--- config.mk ---
export PLATFORM = sky130hd
export DESIGN_NAME = dram_lsu_ctrl_flat
export DESIGN_NICKNAME = d
export VERILOG_FILES = /design/src/rtl/dram_lsu_pkg.sv /design/src/rtl/dram_lsu_ctrl_if.sv /design/src/rtl/dram_lsu_align.sv /design/src/rtl/dram_lsu_ctrl.sv /design/src/flat_wrapper.sv
export SDC_FILE = /design/constraint.sdc
export NUM_CORES = 1
export LEC_CHECK = 0
export BUFFER_PORTS_ARGS = -buffer_cell sky130_fd_sc_hd__buf_2
export CORE_MARGIN = 1
export CORE_UTILIZATION = 47
export CTS_BUF_LIST = sky130_fd_sc_hd__clkbuf_2
export CTS_CLUSTER_SIZE = 10
export DETAILED_ROUTE_END_ITERATION = 12
export MAX_ROUTING_LAYER = met4
export PLACE_DENSITY = 0.81
export SETUP_SLACK_MARGIN = 0.1
export SLEW_MARGIN = 15
export SYNTH_ARGS = -nofsm -noshare
export SYNTH_HDL_FRONTEND = slang
export SYNTH_SLANG_ARGS = --single-unit
--- constraint.sdc ---
create_clock -name clk -period 2.9 [get_ports clk]
set_clock_uncertainty 0.2 [all_clocks]
set_input_delay 0.58 -clock clk [delete_from_list [all_inputs] [get_ports clk]]
set_output_delay 0.58 -clock clk [all_outputs]
set_load 0.01 [all_outputs]
--- src/rtl/dram_lsu_pkg.sv ---
// Shared definitions for the data-BRAM load/store sequencer: op codes,
// funct3 access sizes, FSM state encoding and size helpers.
package dram_lsu_pkg;

   localparam logic [1:0] OP_LOAD  = 2'b00;
   localparam logic [1:0] OP_STORE = 2'b01;

   localparam logic [2:0] F3_B  = 3'b000;
   localparam logic [2:0] F3_H  = 3'b001;
   localparam logic [2:0] F3_W  = 3'b010;
   localparam logic [2:0] F3_BU = 3'b100;
   localparam logic [2:0] F3_HU = 3'b101;

   typedef enum logic [2:0] {
      S_IDLE = 3'd0,
      S_ACC1 = 3'd1,
      S_ACC2 = 3'd2,
      S_WAIT = 3'd3,
      S_DONE = 3'd4
   } dram_lsu_state_e;

   // Byte-enable pattern of an access of the given funct3 size at offset 0
   function automatic logic [3:0] size_mask(input logic [1:0] sz);
      case (sz)
         2'b00:   return 4'b0001;
         2'b01:   return 4'b0011;
         default: return 4'b1111;
      endcase
   endfunction

   // Number of bytes touched by the given funct3 size
   function automatic logic [2:0] size_bytes(input logic [1:0] sz);
      case (sz)
         2'b00:   return 3'd1;
         2'b01:   return 3'd2;
         default: return 3'd4;
      endcase
   endfunction

endpackage

--- src/rtl/dram_lsu_ctrl_if.sv ---
// Execute-stage handshake plus data-BRAM port of the load/store sequencer.
// slave: the sequencer; master: the execute stage / BRAM side.
interface dram_lsu_ctrl_if #(parameter int RAM_AW = 10);
   logic              start;
   logic [1:0]        op_mode1;
   logic [2:0]        op_mode2;
   logic [31:0]       op1;
   logic [31:0]       op2;
   logic [31:0]       imm_data;
   logic              done;
   logic [31:0]       res;
   logic              err;
   logic              busy;
   logic              ram_en;
   logic [3:0]        ram_we;
   logic [RAM_AW-1:0] ram_addr;
   logic [31:0]       ram_din;
   logic [31:0]       ram_dout;

   modport slave (
      input  start, op_mode1, op_mode2, op1, op2, imm_data, ram_dout,
      output done, res, err, busy, ram_en, ram_we, ram_addr, ram_din
   );

   modport master (
      output start, op_mode1, op_mode2, op1, op2, imm_data, ram_dout,
      input  done, res, err, busy, ram_en, ram_we, ram_addr, ram_din
   );
endinterface

--- src/rtl/dram_lsu_align.sv ---
// Byte-lane steering for the data BRAM: store data/enables shifted into the
// first (lo) and second (hi) word, and load data extracted from a lo/hi word
// pair then sign- or zero-extended by funct3.
module dram_lsu_align
   import dram_lsu_pkg::*;
(
   input  logic [2:0]  f3,
   input  logic [1:0]  off,
   input  logic [31:0] st_data,
   output logic [3:0]  we_lo,
   output logic [3:0]  we_hi,
   output logic [31:0] din_lo,
   output logic [31:0] din_hi,
   input  logic [31:0] ld_lo,
   input  logic [31:0] ld_hi,
   output logic [31:0] ld_res
);

   logic [3:0]  mask;
   logic [4:0]  sh;
   logic [31:0] raw;

   // Shift store lanes up by the byte offset; what falls off the top goes to
   // the next word. A shift by 32 (offset 0) leaves the hi word empty.
   always_comb begin
      mask   = size_mask(f3[1:0]);
      sh     = {off, 3'b000};
      we_lo  = mask << off;
      we_hi  = mask >> (3'd4 - {1'b0, off});
      din_lo = st_data << sh;
      din_hi = st_data >> (6'd32 - {1'b0, sh});
   end

   // Reassemble the addressed bytes at bit 0, then extend to 32 bits
   always_comb begin
      raw = (ld_lo >> sh) | (ld_hi << (6'd32 - {1'b0, sh}));
      case (f3)
         F3_B:    ld_res = {{24{raw[7]}}, raw[7:0]};
         F3_BU:   ld_res = {24'b0, raw[7:0]};
         F3_H:    ld_res = {{16{raw[15]}}, raw[15:0]};
         F3_HU:   ld_res = {16'b0, raw[15:0]};
         default: ld_res = raw;
      endcase
   end

endmodule

--- src/rtl/dram_lsu_ctrl.sv ---
// Load/store sequencer in front of a word-addressed, byte-enabled data BRAM
// with 1-cycle read latency. Computes op1+imm, issues one or two BRAM
// accesses and returns aligned / extended load data on a start/done pulse.
// Build option DRAM_MISALIGN_SPLIT_EN: when defined, accesses crossing a word
// boundary are split into two BRAM transactions; otherwise misaligned H/W
// accesses complete immediately with err=1.
module dram_lsu_ctrl
   import dram_lsu_pkg::*;
#(
   parameter int RAM_AW = 10
)(
   input  logic            clk,
   input  logic            rst,
   dram_lsu_ctrl_if.slave  bus
);

`ifdef DRAM_MISALIGN_SPLIT_EN
   localparam bit SPLIT_EN = 1'b1;
`else
   localparam bit SPLIT_EN = 1'b0;
`endif

   dram_lsu_state_e   state_q, state_d;
   logic [RAM_AW-1:0] word_q, word_d;
   logic [1:0]        off_q, off_d;
   logic [2:0]        f3_q, f3_d;
   logic              ld_q, ld_d;
   logic              split_q, split_d;
   logic              err_q, err_d;
   logic [31:0]       op2_q, op2_d;
   logic [31:0]       lo_q, lo_d;
   logic [31:0]       res_q, res_d;

   // Request decode (only meaningful while IDLE)
   logic [RAM_AW+1:0] ea_lo;
   logic              dec_split, dec_misal, dec_legal, dec_err;

   // BRAM drive and alignment results
   logic              ram_en;
   logic [3:0]        ram_we;
   logic [RAM_AW-1:0] ram_addr;
   logic [31:0]       ram_din;
   logic [3:0]        we_lo, we_hi;
   logic [31:0]       din_lo, din_hi, ld_lo, ld_hi, ld_res;

   // Decode the incoming request; address bits above the BRAM are dropped
   // before the add since they cannot influence the low bits.
   always_comb begin
      ea_lo     = bus.op1[RAM_AW+1:0] + bus.imm_data[RAM_AW+1:0];
      dec_split = ({1'b0, ea_lo[1:0]} + size_bytes(bus.op_mode2[1:0])) > 3'd4;
      dec_misal = (bus.op_mode2[1:0] == 2'b01 && ea_lo[0]) ||
                  (bus.op_mode2[1:0] == 2'b10 && ea_lo[1:0] != 2'b00);
      case (bus.op_mode1)
         OP_LOAD:  dec_legal = bus.op_mode2 inside {F3_B, F3_H, F3_W, F3_BU, F3_HU};
         OP_STORE: dec_legal = bus.op_mode2 inside {F3_B, F3_H, F3_W};
         default:  dec_legal = 1'b0;
      endcase
      dec_err = !dec_legal || (dec_misal && !SPLIT_EN);
   end

   // Split loads merge the captured first word with the second read
   assign ld_lo = split_q ? lo_q : bus.ram_dout;
   assign ld_hi = split_q ? bus.ram_dout : 32'b0;

   dram_lsu_align u_align (
      .f3      (f3_q),
      .off     (off_q),
      .st_data (op2_q),
      .we_lo   (we_lo),
      .we_hi   (we_hi),
      .din_lo  (din_lo),
      .din_hi  (din_hi),
      .ld_lo   (ld_lo),
      .ld_hi   (ld_hi),
      .ld_res  (ld_res)
   );

   // Sequencer next state and BRAM drive; the BRAM is idle outside ACC1/ACC2
   always_comb begin
      state_d  = state_q;
      word_d   = word_q;
      off_d    = off_q;
      f3_d     = f3_q;
      ld_d     = ld_q;
      split_d  = split_q;
      err_d    = err_q;
      op2_d    = op2_q;
      lo_d     = lo_q;
      res_d    = res_q;
      ram_en   = 1'b0;
      ram_we   = 4'b0000;
      ram_addr = '0;
      ram_din  = 32'b0;
      case (state_q)
         S_IDLE: begin
            if (bus.start) begin
               word_d  = ea_lo[RAM_AW+1:2];
               off_d   = ea_lo[1:0];
               f3_d    = bus.op_mode2;
               ld_d    = (bus.op_mode1 == OP_LOAD);
               split_d = dec_split && SPLIT_EN;
               op2_d   = bus.op2;
               err_d   = dec_err;
               state_d = dec_err ? S_DONE : S_ACC1;
            end
         end
         S_ACC1: begin
            ram_en   = 1'b1;
            ram_addr = word_q;
            if (!ld_q) begin
               ram_we  = we_lo;
               ram_din = din_lo;
            end
            if (split_q)   state_d = S_ACC2;
            else if (ld_q) state_d = S_WAIT;
            else           state_d = S_DONE;
         end
         S_ACC2: begin
            ram_en   = 1'b1;
            ram_addr = word_q + RAM_AW'(1);
            if (ld_q) begin
               lo_d = bus.ram_dout;
            end else begin
               ram_we  = we_hi;
               ram_din = din_hi;
            end
            state_d = ld_q ? S_WAIT : S_DONE;
         end
         S_WAIT: begin
            res_d   = ld_res;
            state_d = S_DONE;
         end
         S_DONE:  state_d = S_IDLE;
         default: state_d = S_IDLE;
      endcase
   end

   // State and request registers
   always_ff @(posedge clk or posedge rst) begin
      if (rst) begin
         state_q <= S_IDLE;
         word_q  <= '0;
         off_q   <= 2'b0;
         f3_q    <= 3'b0;
         ld_q    <= 1'b0;
         split_q <= 1'b0;
         err_q   <= 1'b0;
         op2_q   <= 32'b0;
         lo_q    <= 32'b0;
         res_q   <= 32'b0;
      end else begin
         state_q <= state_d;
         word_q  <= word_d;
         off_q   <= off_d;
         f3_q    <= f3_d;
         ld_q    <= ld_d;
         split_q <= split_d;
         err_q   <= err_d;
         op2_q   <= op2_d;
         lo_q    <= lo_d;
         res_q   <= res_d;
      end
   end

   assign bus.done     = (state_q == S_DONE);
   assign bus.err      = (state_q == S_DONE) && err_q;
   assign bus.busy     = (state_q != S_IDLE);
   assign bus.res      = res_q;
   assign bus.ram_en   = ram_en;
   assign bus.ram_we   = ram_we;
   assign bus.ram_addr = ram_addr;
   assign bus.ram_din  = ram_din;

endmodule

--- src/flat_wrapper.sv ---
// flat-port wrapper written by rule: the top's interface ports become plain ports
module dram_lsu_ctrl_flat import dram_lsu_pkg::*;
#(
   parameter int RAM_AW = 10
)
  (clk, rst, bus_start, bus_op_mode1, bus_op_mode2, bus_op1, bus_op2, bus_imm_data, bus_ram_dout, bus_done, bus_res, bus_err, bus_busy, bus_ram_en, bus_ram_we, bus_ram_addr, bus_ram_din);
  dram_lsu_ctrl_if #(.RAM_AW(RAM_AW)) bus_i ();
  input  logic clk;
  input  logic rst;
  input wire logic [$bits(bus_i.start)-1:0] bus_start;
  input wire logic [$bits(bus_i.op_mode1)-1:0] bus_op_mode1;
  input wire logic [$bits(bus_i.op_mode2)-1:0] bus_op_mode2;
  input wire logic [$bits(bus_i.op1)-1:0] bus_op1;
  input wire logic [$bits(bus_i.op2)-1:0] bus_op2;
  input wire logic [$bits(bus_i.imm_data)-1:0] bus_imm_data;
  input wire logic [$bits(bus_i.ram_dout)-1:0] bus_ram_dout;
  output wire logic [$bits(bus_i.done)-1:0] bus_done;
  output wire logic [$bits(bus_i.res)-1:0] bus_res;
  output wire logic [$bits(bus_i.err)-1:0] bus_err;
  output wire logic [$bits(bus_i.busy)-1:0] bus_busy;
  output wire logic [$bits(bus_i.ram_en)-1:0] bus_ram_en;
  output wire logic [$bits(bus_i.ram_we)-1:0] bus_ram_we;
  output wire logic [$bits(bus_i.ram_addr)-1:0] bus_ram_addr;
  output wire logic [$bits(bus_i.ram_din)-1:0] bus_ram_din;
  assign bus_i.start = bus_start;
  assign bus_i.op_mode1 = bus_op_mode1;
  assign bus_i.op_mode2 = bus_op_mode2;
  assign bus_i.op1 = bus_op1;
  assign bus_i.op2 = bus_op2;
  assign bus_i.imm_data = bus_imm_data;
  assign bus_i.ram_dout = bus_ram_dout;
  assign bus_done = bus_i.done;
  assign bus_res = bus_i.res;
  assign bus_err = bus_i.err;
  assign bus_busy = bus_i.busy;
  assign bus_ram_en = bus_i.ram_en;
  assign bus_ram_we = bus_i.ram_we;
  assign bus_ram_addr = bus_i.ram_addr;
  assign bus_ram_din = bus_i.ram_din;
  dram_lsu_ctrl #(.RAM_AW(RAM_AW)) u_core (.clk(clk), .rst(rst), .bus(bus_i));
endmodule
# After elaboration in Yosys (flattened, before gate mapping)
# Cells that the tools add are included.
# Widths: inputs -> output; s select.
[totals] ramBits=0 latch_bits=0 input_bits=136 memories=0 rom_bits=0 wordCells=67 out_inout_bits=82 regBits=84
[classes] bitwise=1 div_mod_pow=0 reduce_logical=17 shifts=6 n_lt_le_gt_ge=0 n_addsub=4 n_mul=0 mux=15 n_eq_ne=16
[ops] op="$pmux 32 s4" n=1
[ops] op="$mux 32" n=2
[ops] op="$pmux 32 s2" n=1
[ops] op="$or 32x32->32" n=1
[ops] op="$shl 1x6->32 const A" n=1
[ops] op="$shl 32x5->32" n=1
[ops] op="$shr 32x5->32" n=1
[ops] op="$shr 32x6->32" n=1
[ops] op="$pmux 10 s2" n=1
[ops] op="$pmux 4 s2" n=2
[ops] op="$eq 3x3->1 const B" n=5
[ops] op="$add 12x12->12" n=1
[ops] op="$add 10x1->10 const B" n=1
[ops] op="$eq 3x1->1 const B" n=3
[ops] op="$eq 3x2->1 const B" n=3
[ops] op="$logic_not 3->1" n=3
[ops] op="$mux 3" n=3
[ops] op="$pmux 3 s3" n=1
[ops] op="$mux 4" n=2
[ops] op="$eq 2x1->1 const B" n=3
[ops] op="$reduce_bool 3->1" n=2
[ops] op="$sub 6x5->6 const A" n=1
[ops] op="$reduce_bool 5->1" n=1
[ops] op="$logic_not 2->1" n=2
[ops] op="other kinds (13)" n=16

# Logic depth before layout (Yosys ltp)
[logic_depth] word_depth=8 mapped_depth=9 ltp_nobuf=7

# Modules after synthesis
# From an unflattened synthesis, not the netlist that was laid out.
[hier_totals] hier_cells=857 hier_area_um2=7015.5
[modules_own_cells] module="dram_lsu_ctrl" seq_area_each_um2=2102.0 cells_each=485 n_inst=1 area_per_inst_um2=4559.4
[modules_own_cells] module="dram_lsu_align" seq_area_each_um2=0.0 cells_each=372 n_inst=1 area_per_inst_um2=2456.1

# Worst setup path after synthesis
# OpenSTA, ideal clock, no wires.
[synth_path] kind="reg2out" from="register u_core.off_q[1]" to="output bus_ram_din[2]" arrival_time_ps=1920 path_stages_with_launch=7 path_buffers=2 t_required_ps=2120 setup_slack_ps=200 path_cell_list="dfrtp_1 > clkinv_1 > ha_1 > buf_2 > clkbuf_1 > a21oi_1 > a211oi_1"
[synth_via] elab_chain_len=4 elab_cells_between_ends=6 cone_classes="add/sub: 1; shift: 2; mux: 3"
[synth_rtl] element="from (decl)" line="dram_lsu_ctrl.sv:25" rtl="logic [1:0] off_q, off_d;"
[synth_rtl] element="from (signal assigned)" line="dram_lsu_ctrl.sv:143" rtl="off_q <= 2'b0;"
[synth_rtl] element="from (signal assigned)" line="dram_lsu_ctrl.sv:154" rtl="off_q <= off_d;"
[synth_rtl] element="$sub 6x5->6" line="dram_lsu_align.sv:31" rtl="din_hi = st_data >> (6'd32 - {1'b0, sh});"
[synth_rtl] element="$shr 32x6->32" line="dram_lsu_align.sv:31"
[synth_rtl] element="$mux 32" line="dram_lsu_ctrl.sv:121" rtl="if (ld_q) begin"
[synth_rtl] element="$pmux 32 s2 (*)" line="dram_lsu_ctrl.sv:94" rtl="case (state_q)"
[synth_rtl] element="to (decl)" line="flat_wrapper.sv:24" rtl="output wire logic [$bits(bus_i.ram_din)-1:0] bus_ram_din;"
# Mark *: on every way between the ends. The rest lies on a longest branch, timed or not.

# Worst setup path in the final report
[layout_path] from="register u_core.off_q[1]" to="output bus_ram_din[12]"
# The elaborated chain is that of the path after synthesis.

==> run summary <==
Clock Path Buffers = 2
Drt total wl = 22,740 um
Crit path max fanout = 4
Yosys cell types = 60
Hold Crit Depth = 2
Final layout net count = 1,145
Final antenna-violating net count = 0
Worst Setup Path Type = reg2out
Die ar. = 13,060 um2
CTS tree = built
Number of cell rows = 40
Outcome = finished with violations
Clk slew on worst S/H paths = 0.23 ns
RSZ-0062 raised after global routing = yes
Wirelength per Cell = 19.45 um
Total power = 0.005337 W
Crit path DAT = 2.50 ns
Internal Power = 0.002932 W
Clock power share = 0.102
Required @ worst endpoint = 2.12 ns
Vias = 7,127
Clk_lat worst skew = 0.59 ns
Most common cell after layout, fill and taps aside = nand2_1
Fmax = 304.6 MHz
Vias in the first global route = 6,354
Slew headroom = 0.5947
Gpl congestion = 0.8584
Post-synthesis register bit count = 84
Vias per inst = 6.097
Failing checks = negative setup slack
Mapped Area = 5923 um2
Worst Max-Slew Pin Slew = 0.6067 ns
# fillers = 842
Critical R2R Launch = u_core.state_q[0]
Tcrit/Tclk final = 1.132
Min Hold Slack = 0.03544 ns
Synth Instances = 746
Sw Ratio = 0.4506
Post-route insts no fill = 1,169
Min-delay worst type = in2reg
Syn Area/Cell = 7.940 um2
Max-slew violations = 0
Crit path from = u_core.off_q[1]
Die Y-Extent = 114.3 um
Tmin final = 3.283 ns
Post-synth EDFFs = 0
Lkg Pwr = 4.181 nW
Startpoint class of the critical path = flip-flop
CORE AREA = 12,160 um2
Sequential area share after synthesis = 0.3549
Final worst slack = -0.3826 ns
Maximum vdd drop = 297.3 uV
R2R Path End = u_core.ld_q
IO Port Bufs = 177
Initial antenna violation count = 1
Io pins = 218
Final Util = 0.7222
Commonest non-fill, non-tap cells in the layout = nand2_1 (174), buf_2 (172), dfrtp_1 (77)
Main synth FF type = dfrtp_1
Final Hold Vio Count = 0
Async SR Flop Fraction = 1.000
Total congestion overflow = 0
TritonCTS buffer count = 9
First-pass GRT wire length = 31,600 um
Setup Viol. Count Final = 42
R2R depth = 8
Residual DRC = 0
Clock root buffer = clkbuf_2
Switching pwr = 0.002405 W
Synthesis Warnings = 0
Largest net degree at the start of global routing = 57
Layout cells sized above 1 = 0.4270
Seq pwr share = 0.323
FF-to-FF setup slack = 0.21 ns
Crit-path max cell delay = 0.45 ns
HP Start = bus_ram_dout[29]
Worst slack, placed = 0.2446 ns
Worst-path cell chain = clkinv_2 -> ha_4 -> buf_8 -> buf_6 -> mux2i_1 -> o21ai_1 -> a21oi_1 -> nor2_1 -> buf_2
Comb pwr share = 0.575
Initial DRC count = 1,072
Pwr per Cell Area = 607.7 nW/um2
DIE WIDTH = 114.3 um
Starting Density = 0.4870
Min-Delay Endpoint = u_core.bus.res[29]
Syn nets = 896
Area grow syn2layout = 48.29%
Max-capacitance violation count = 0
Total track usage = 0.3165
Slowest-stage cell, CP = dfrtp_2
Clock sinks = 84
1st-pass router iterations = 7
CP endpoint kind = output port
H-tree levels = 3
Placed cells = 1,064
Post-DP HPWL = 12,510 um
[stage by stage]
step	cell area, um2	setup TNS [ns]
floorplan	5927	0
global placement	7024	0
detailed placement	7024	0
CTS	8158	-6.190
global route	8783	-12.37
finish	8783	-8.239
[cells in the mapped netlist, types with 16 or more instances]
library cell	number	area share
buf_2	17	0.014
clkbuf_1	25	0.016
mux2_2	17	0.032
nor2_1	48	0.030
a21oi_1	63	0.053
nor2b_1	16	0.017
dfrtp_1	84	0.35
nor3_1	18	0.015
o21ai_0	65	0.055
mux2i_1	29	0.049
nand2_1	185	0.12
nand3_1	18	0.015
[sequential cells by signal, indices dropped and copies added (netlist names)]
signal / cells
u_core.f3_q: 3
u_core.ld_q: 1
u_core.off_q: 2
u_core.bus.res: 32
u_core.state_q: 3
u_core.op2_q: 32
u_core.err_q: 1
u_core.word_q: 10
[routing by layer]
layer | track usage | share of wire
met5 | - | 0
met4 | 0.1628 | 0.051
met3 | 0.04764 | 0.092
met2 | 0.5095 | 0.47
met1 | 0.3866 | 0.39
[cell families (layout without fill, tap and decap cells)]
group | Yosys count | count (layout) | synth area share
other | 0 | 1 | 0
AOI/OAI and AO/OA | 209 | 209 | 0.2172
DFF | 84 | 84 | 0.3549
adders and majority gates | 14 | 14 | 0.03084
muxes | 47 | 47 | 0.08513
and+or+nand+nor | 316 | 317 | 0.2387
xor gates and xnor gates | 12 | 12 | 0.01774
buffers and inverters | 64 | 317 | 0.05555
[critical path, delay by kind of cell (launching register included)]
family                     cells  cell delay (ns)
buffers and inverters          4             0.52
DFF                            1             0.45
adders and majority gates      1             0.33
AOI/OAI and AO/OA              2             0.33
muxes                          1             0.18
and+or+nand+nor                1             0.10
[worst max-delay path by stage]
stage | end | slack, ns | depth (start not counted)
floorplan | bus_ram_din[2] | 0.20 | 6
global placement | bus_ram_we[0] | 0.26 | 8
detailed placement | bus_ram_we[0] | 0.24 | 8
CTS | bus_ram_we[0] | -0.26 | 6
global route | bus_ram_din[12] | -0.55 | 9
finish | bus_ram_din[12] | -0.38 | 9
[power by group through the flow]
stage               Clock [W]  Combinational, W  Sequential, W
floorplan                   0           0.00141        0.00157
global placement            0           0.00180        0.00165
detailed placement          0           0.00185        0.00166
CTS                  0.000540           0.00240        0.00165
global route         0.000595           0.00324        0.00174
finish               0.000546           0.00307        0.00172
[cell type report]
cell class | count | area (um2) | share of cell area
clock buffer | 13 | 65.06 | 0.007407
clock inverter | 3 | 13.76 | 0.001567
tap | 168 | 210.2 | 0.02393
sequential | 84 | 2113 | 0.2406
antenna | 1 | 2.502 | 0.0002849
timing repair buffer | 295 | 2262 | 0.2576
inverter | 6 | 30.03 | 0.003419
multi-input combinational | 599 | 4086 | 0.4652
[what timing repair did]
action                                 4_1_cts  5_1_grt
gates resized for setup                    108      103
endpoints found under the hold margin       58        0
cloned                                       6        5
hold buffers                                35        0
setup endpoints to repair                   46       47
pin swaps                                   33       38
buffers inserted                            20       22
No activity file was read; power rests on OpenSTA's default activity.
